`config.mk`:
```
export PLATFORM = sky130hd
export DESIGN_NAME = serial_adder
export DESIGN_NICKNAME = d
export VERILOG_FILES = /design/src/rtl/mhrd_pkg.sv /design/src/rtl/full_adder.sv /design/src/rtl/serial_adder.sv
export SDC_FILE = /design/constraint.sdc
export NUM_CORES = 1
export LEC_CHECK = 0
export ABC_AREA = 1
export BUFFER_PORTS_ARGS = -buffer_cell sky130_fd_sc_hd__buf_2
export CORE_MARGIN = 3
export CORE_UTILIZATION = 30
export CTS_CLUSTER_SIZE = 25
export DETAILED_ROUTE_END_ITERATION = 12
export GPL_ROUTABILITY_DRIVEN = 0
export GPL_TIMING_DRIVEN = 0
export PLACE_DENSITY_LB_ADDON = 0.15
export SYNTH_ARGS = -nofsm -noshare
export SYNTH_HDL_FRONTEND = slang
export SYNTH_SLANG_ARGS = --single-unit
```
`constraint.sdc`:
```
create_clock -name clk -period 1.6 [get_ports clk]
set_input_delay 0 -clock clk [delete_from_list [all_inputs] [get_ports clk]]
set_output_delay 0 -clock clk [all_outputs]
set_load 0.005 [all_outputs]
```
`src/rtl/mhrd_pkg.sv`:
```
// Shared types for the gate-level datapath: serial adder state encoding.
package mhrd_pkg;

    localparam int unsigned SADD_STATE_W = 2;

    typedef enum logic [SADD_STATE_W-1:0] {
        IDLE = 2'd0,
        RUN  = 2'd1,
        DONE = 2'd2
    } sadd_state_t;

endpackage

```
`src/rtl/full_adder.sv`:
```
// One-bit full adder: two XOR stages for the sum, AND/OR carry logic.
module full_adder (
    input  logic in1,
    input  logic in2,
    input  logic cin,
    output logic out,
    output logic cout
);

    logic p;

    // Propagate term from the first XOR, sum from the second
    assign p    = in1 ^ in2;
    assign out  = p ^ cin;
    // Carry: generate or propagated carry-in
    assign cout = (in1 & in2) | (cin & p);

endmodule

```
`src/rtl/serial_adder.sv`:
```
// Bit-serial adder: adds two WIDTH-bit operands LSB-first, one bit per clock,
// through a single full_adder cell with the carry held in a flop.
// Optional subtract mode is enabled with the macro SERIAL_ADDER_SUB_EN.
module serial_adder
    import mhrd_pkg::*;
#(
    parameter int unsigned WIDTH = 16
) (
    input  logic             clk,
    input  logic             rst_n,
    input  logic             start,
    input  logic [WIDTH-1:0] in1,
    input  logic [WIDTH-1:0] in2,
    input  logic             cin,
`ifdef SERIAL_ADDER_SUB_EN
    input  logic             sub,
`endif
    output logic             busy,
    output logic             done,
    output logic [WIDTH-1:0] out,
    output logic             cout
);

    localparam int unsigned CNT_W = $clog2(WIDTH + 1);

    sadd_state_t      state, state_nxt;
    logic [WIDTH-1:0] a_sr, b_sr, res_sr;
    logic             carry;
    logic [CNT_W-1:0] cnt;
    logic             s_bit, c_nxt;

    // The single adder cell shared by every bit position
    full_adder u_fa (
        .in1  (a_sr[0]),
        .in2  (b_sr[0]),
        .cin  (carry),
        .out  (s_bit),
        .cout (c_nxt)
    );

    // State register
    always_ff @(posedge clk) begin
        if (!rst_n) begin
            state <= IDLE;
        end else begin
            state <= state_nxt;
        end
    end

    // Next-state: start only honoured in IDLE; DONE lasts exactly one cycle
    always_comb begin
        state_nxt = state;
        case (state)
            IDLE: if (start) state_nxt = RUN;
            RUN:  if (cnt == CNT_W'(WIDTH - 1)) state_nxt = DONE;
            DONE: state_nxt = IDLE;
            default: state_nxt = IDLE;
        endcase
    end

    // Datapath: operand capture, bit-serial shift, result publication
    always_ff @(posedge clk) begin
        if (!rst_n) begin
            a_sr   <= '0;
            b_sr   <= '0;
            res_sr <= '0;
            carry  <= 1'b0;
            cnt    <= '0;
            out    <= '0;
            cout   <= 1'b0;
            busy   <= 1'b0;
            done   <= 1'b0;
        end else begin
            busy <= (state_nxt == RUN);
            done <= (state == DONE);
            case (state)
                IDLE: begin
                    if (start) begin
                        a_sr <= in1;
                        cnt  <= '0;
`ifdef SERIAL_ADDER_SUB_EN
                        // Two's-complement subtract: invert B, force carry-in to 1
                        b_sr  <= sub ? ~in2 : in2;
                        carry <= sub ? 1'b1 : cin;
`else
                        b_sr  <= in2;
                        carry <= cin;
`endif
                    end
                end
                RUN: begin
                    a_sr   <= a_sr >> 1;
                    b_sr   <= b_sr >> 1;
                    res_sr <= {s_bit, res_sr[WIDTH-1:1]};
                    carry  <= c_nxt;
                    cnt    <= cnt + CNT_W'(1);
                end
                DONE: begin
                    out  <= res_sr;
                    cout <= carry;
                end
                default: ;
            endcase
        end
    end

endmodule

```
==> metrics.md <==
| Metric | Value |
|---|---|
| Post-DP Area | `3600 sq um` |
| CP max stage cell | `clkbuf_1` |
| Pleak | `1.97 nW` |
| Largest fanout on the critical path | `10` |
| CP required | `1900 ps` |
| Vias | `2998` |
| Area grow syn2layout | `28.9%` |
| H-tree levels | `3` |
| Routed len/inst | `12.2 microns` |
| CTS Sinks | `75` |
| Vias in the first global route | `2816` |
| Power Dens Cells | `1050 nW/um^2` |
| Largest net degree at the start of global routing | `14` |
| Slew Limit Fails | `0` |
| Grt total ovfl | `0` |
| Initial Utilization | `31.6%` |
| CTS root buffer | `clkbuf_8` |
| Placed cells | `642` |
| Min setup slack post-route | `172 ps` |
| Worst stage delay on the critical path | `440 ps` |
| Cells after synthesis | `456` |
| Seq cells post-synth | `75` |
| Layout cells sized above 1 | `16.6%` |
| Die Wd | `109 microns` |
| FMAX | `700 MHz` |
| Core Area | `10000 sq um` |
| Maximum clock path buffer count | `2` |
| Arrival time worst endpoint | `1720 ps` |
| Drt pass-1 iters | `4` |
| Total CTS buffers | `9` |
| Sequential area share after synthesis | `47.4%` |
| Die area | `11800 sq um` |
| Final net count | `582` |
| Tmin final | `1430 ps` |
| I/O pin cnt | `55` |
| Worst Tran Pin Value | `561 ps` |
| Post-route ant nets | `0` |
| Skew-Pair Late Insertion Delay | `340 ps` |
| Critical Path Sink Type | `flop` |
| Unrepaired setup endpoints after global routing | `no` |
| Worst Setup Path Type | `reg -> reg` |
| Outcome | `finished, final reports clean` |
| Synth Area per Inst | `6.95 sq um` |
| Rows | `36` |
| Port Buf Inserts | `53` |
| CTS tree | `built` |
| HP Class | `in -> reg` |
| Fin. Hold Viols | `0` |
| CP cell instances | `inv_1 > nand2_1 > clkbuf_1 > nand3_1 > nand3_1 > nand2_1 > inv_1` |
| Antenna cell count | `0` |
| Max cap viols | `0` |
| Non-Filler Instances | `681` |
| Cell Area, Synth | `3170 sq um` |
| Crit path max-delay family | `buffers and inverters` |
| Slew headroom | `62.6%` |
| Synth Warn # | `0` |
| Die height | `109 microns` |
| Final Cell Area | `4090 sq um` |
| Total Routed Length | `8300 microns` |
| Tcrit/Tclk final | `89.3%` |
| GRT Total Usage | `14.8%` |
| Global-route wire length before repair | `13600 microns` |
| Initial antenna violation count | `0` |
| Worst slack, placed | `44.4 ps` |
| Routed vias/inst | `4.40` |
| Worst-path clk slew | `80 ps` |
| Worst Skew | `7.41 ps` |
| Hpwl dp | `5680 microns` |
| # setup viols final | `0` |
| Worst path bufs/invs | `3` |
| Worst setup SP type | `flop` |
| Total power | `4.27 mW` |
| Max VDD drop | `411 uV` |
| First DRT Iteration DRCs | `121` |
| # DRC | `0` |
| Netlist cell types | `21` |
| Syn nets | `495` |
| Setup_tns | `0 ps` |
## final cells by class
type	instances	area, sq um
well taps	133	166
repair buffers	76	490
inverters	41	158
fillers	1081	5960
multi-input cells	312	1370
flip-flops and latches	75	1500
clock buffers	10	138
plain buffers	28	150
clock inverters	6	113
## logic make-up after synthesis
group	synth area share [%]
simple gates	34.5
buf+inv	9.59
fa+ha+maj	1.42
compound gates	7.10
flops	47.4
## sequential cells by signal (all words and copies together) (netlist names)
register  count
done          1
cout          1
a_sr         16
b_sr         16
carry         1
cnt           5
state         2
busy          1
out          16
res_sr       16
## final timing paths
check	start	to	slack, ps	depth (start not counted)
max	state[1]$_SDFF_PN0_	a_sr[14]$_SDFFE_PN0P_	170	7
min	in1[0]	a_sr[0]$_SDFFE_PN0P_	0.7	5
max reg2reg	state[1]$_SDFF_PN0_	a_sr[14]$_SDFFE_PN0P_	170	7
min reg2reg	cnt[0]$_SDFFE_PN0P_	cnt[0]$_SDFFE_PN0P_	450	1
## cell usage in the layout, fill, tap and decap left out, types with 4 or more instances in the layout
cell,n
nor2_1,120
dfxtp_1,74
nand2_1,73
nand3_1,66
buf_2,59
inv_1,39
o21ai_0,36
dlygate4sd3_1,21
clkbuf_1,11
clkbuf_8,10
a21oi_1,9
buf_4,6
buf_1,4
## worst reg2reg max path, stage by stage (launching register included)
cell	delay, ps
dfxtp_1	330
inv_1	120
nand2_1	140
clkbuf_1	440
nand3_1	150
nand3_1	110
nand2_1	50
inv_1	60
## what timing repair did
action	in CTS	in global routing
buffers inserted	0	2
gates resized for setup	0	3
endpoints found under the setup margin	0	11
hold buffers	21	0
endpoints found under the hold margin	21	0
## cell usage after synthesis (all sizes together)
cell      n  area (sq um)
dfxtp    75          1500
buf      17           109
nor3      1          5.00
or2       1          6.26
nor2    121           462
nand3    66           330
clkinv    1          3.75
nand2    75           292
fa        1          20.0
o21ai    36           180
ha        2          25.0
a21oi     9          45.0
clkbuf   11          41.3
inv      40           150
## layer usage
metal	vias up	GRT usage (%)	wire, microns
met3	9	2.01	272
li1	1597	-	-
met1	1350	20.4	4180
met4	0	5.95	138
met5	-	0	0
met2	42	23.3	3710
## through the flow
| step | util (%) | hold WS (ps) |
|---|---|---|
| floorplan | - | 143 |
| CTS | 40.4 | 0.478 |
| global placement | 35.9 | 262 |
| finish | 40.7 | 0.665 |
| global route | 40.7 | 21.5 |
| detailed placement | 35.9 | 268 |
## where the power goes
part	internal, mW	total (mW)	switching [mW]	leakage, nW
clock	1.08	1.81	0.732	0.126
sequential	1.95	2.01	0.0576	0.613
combinational	0.192	0.450	0.258	1.23
Note: power is estimated with default switching activity, not from simulation.
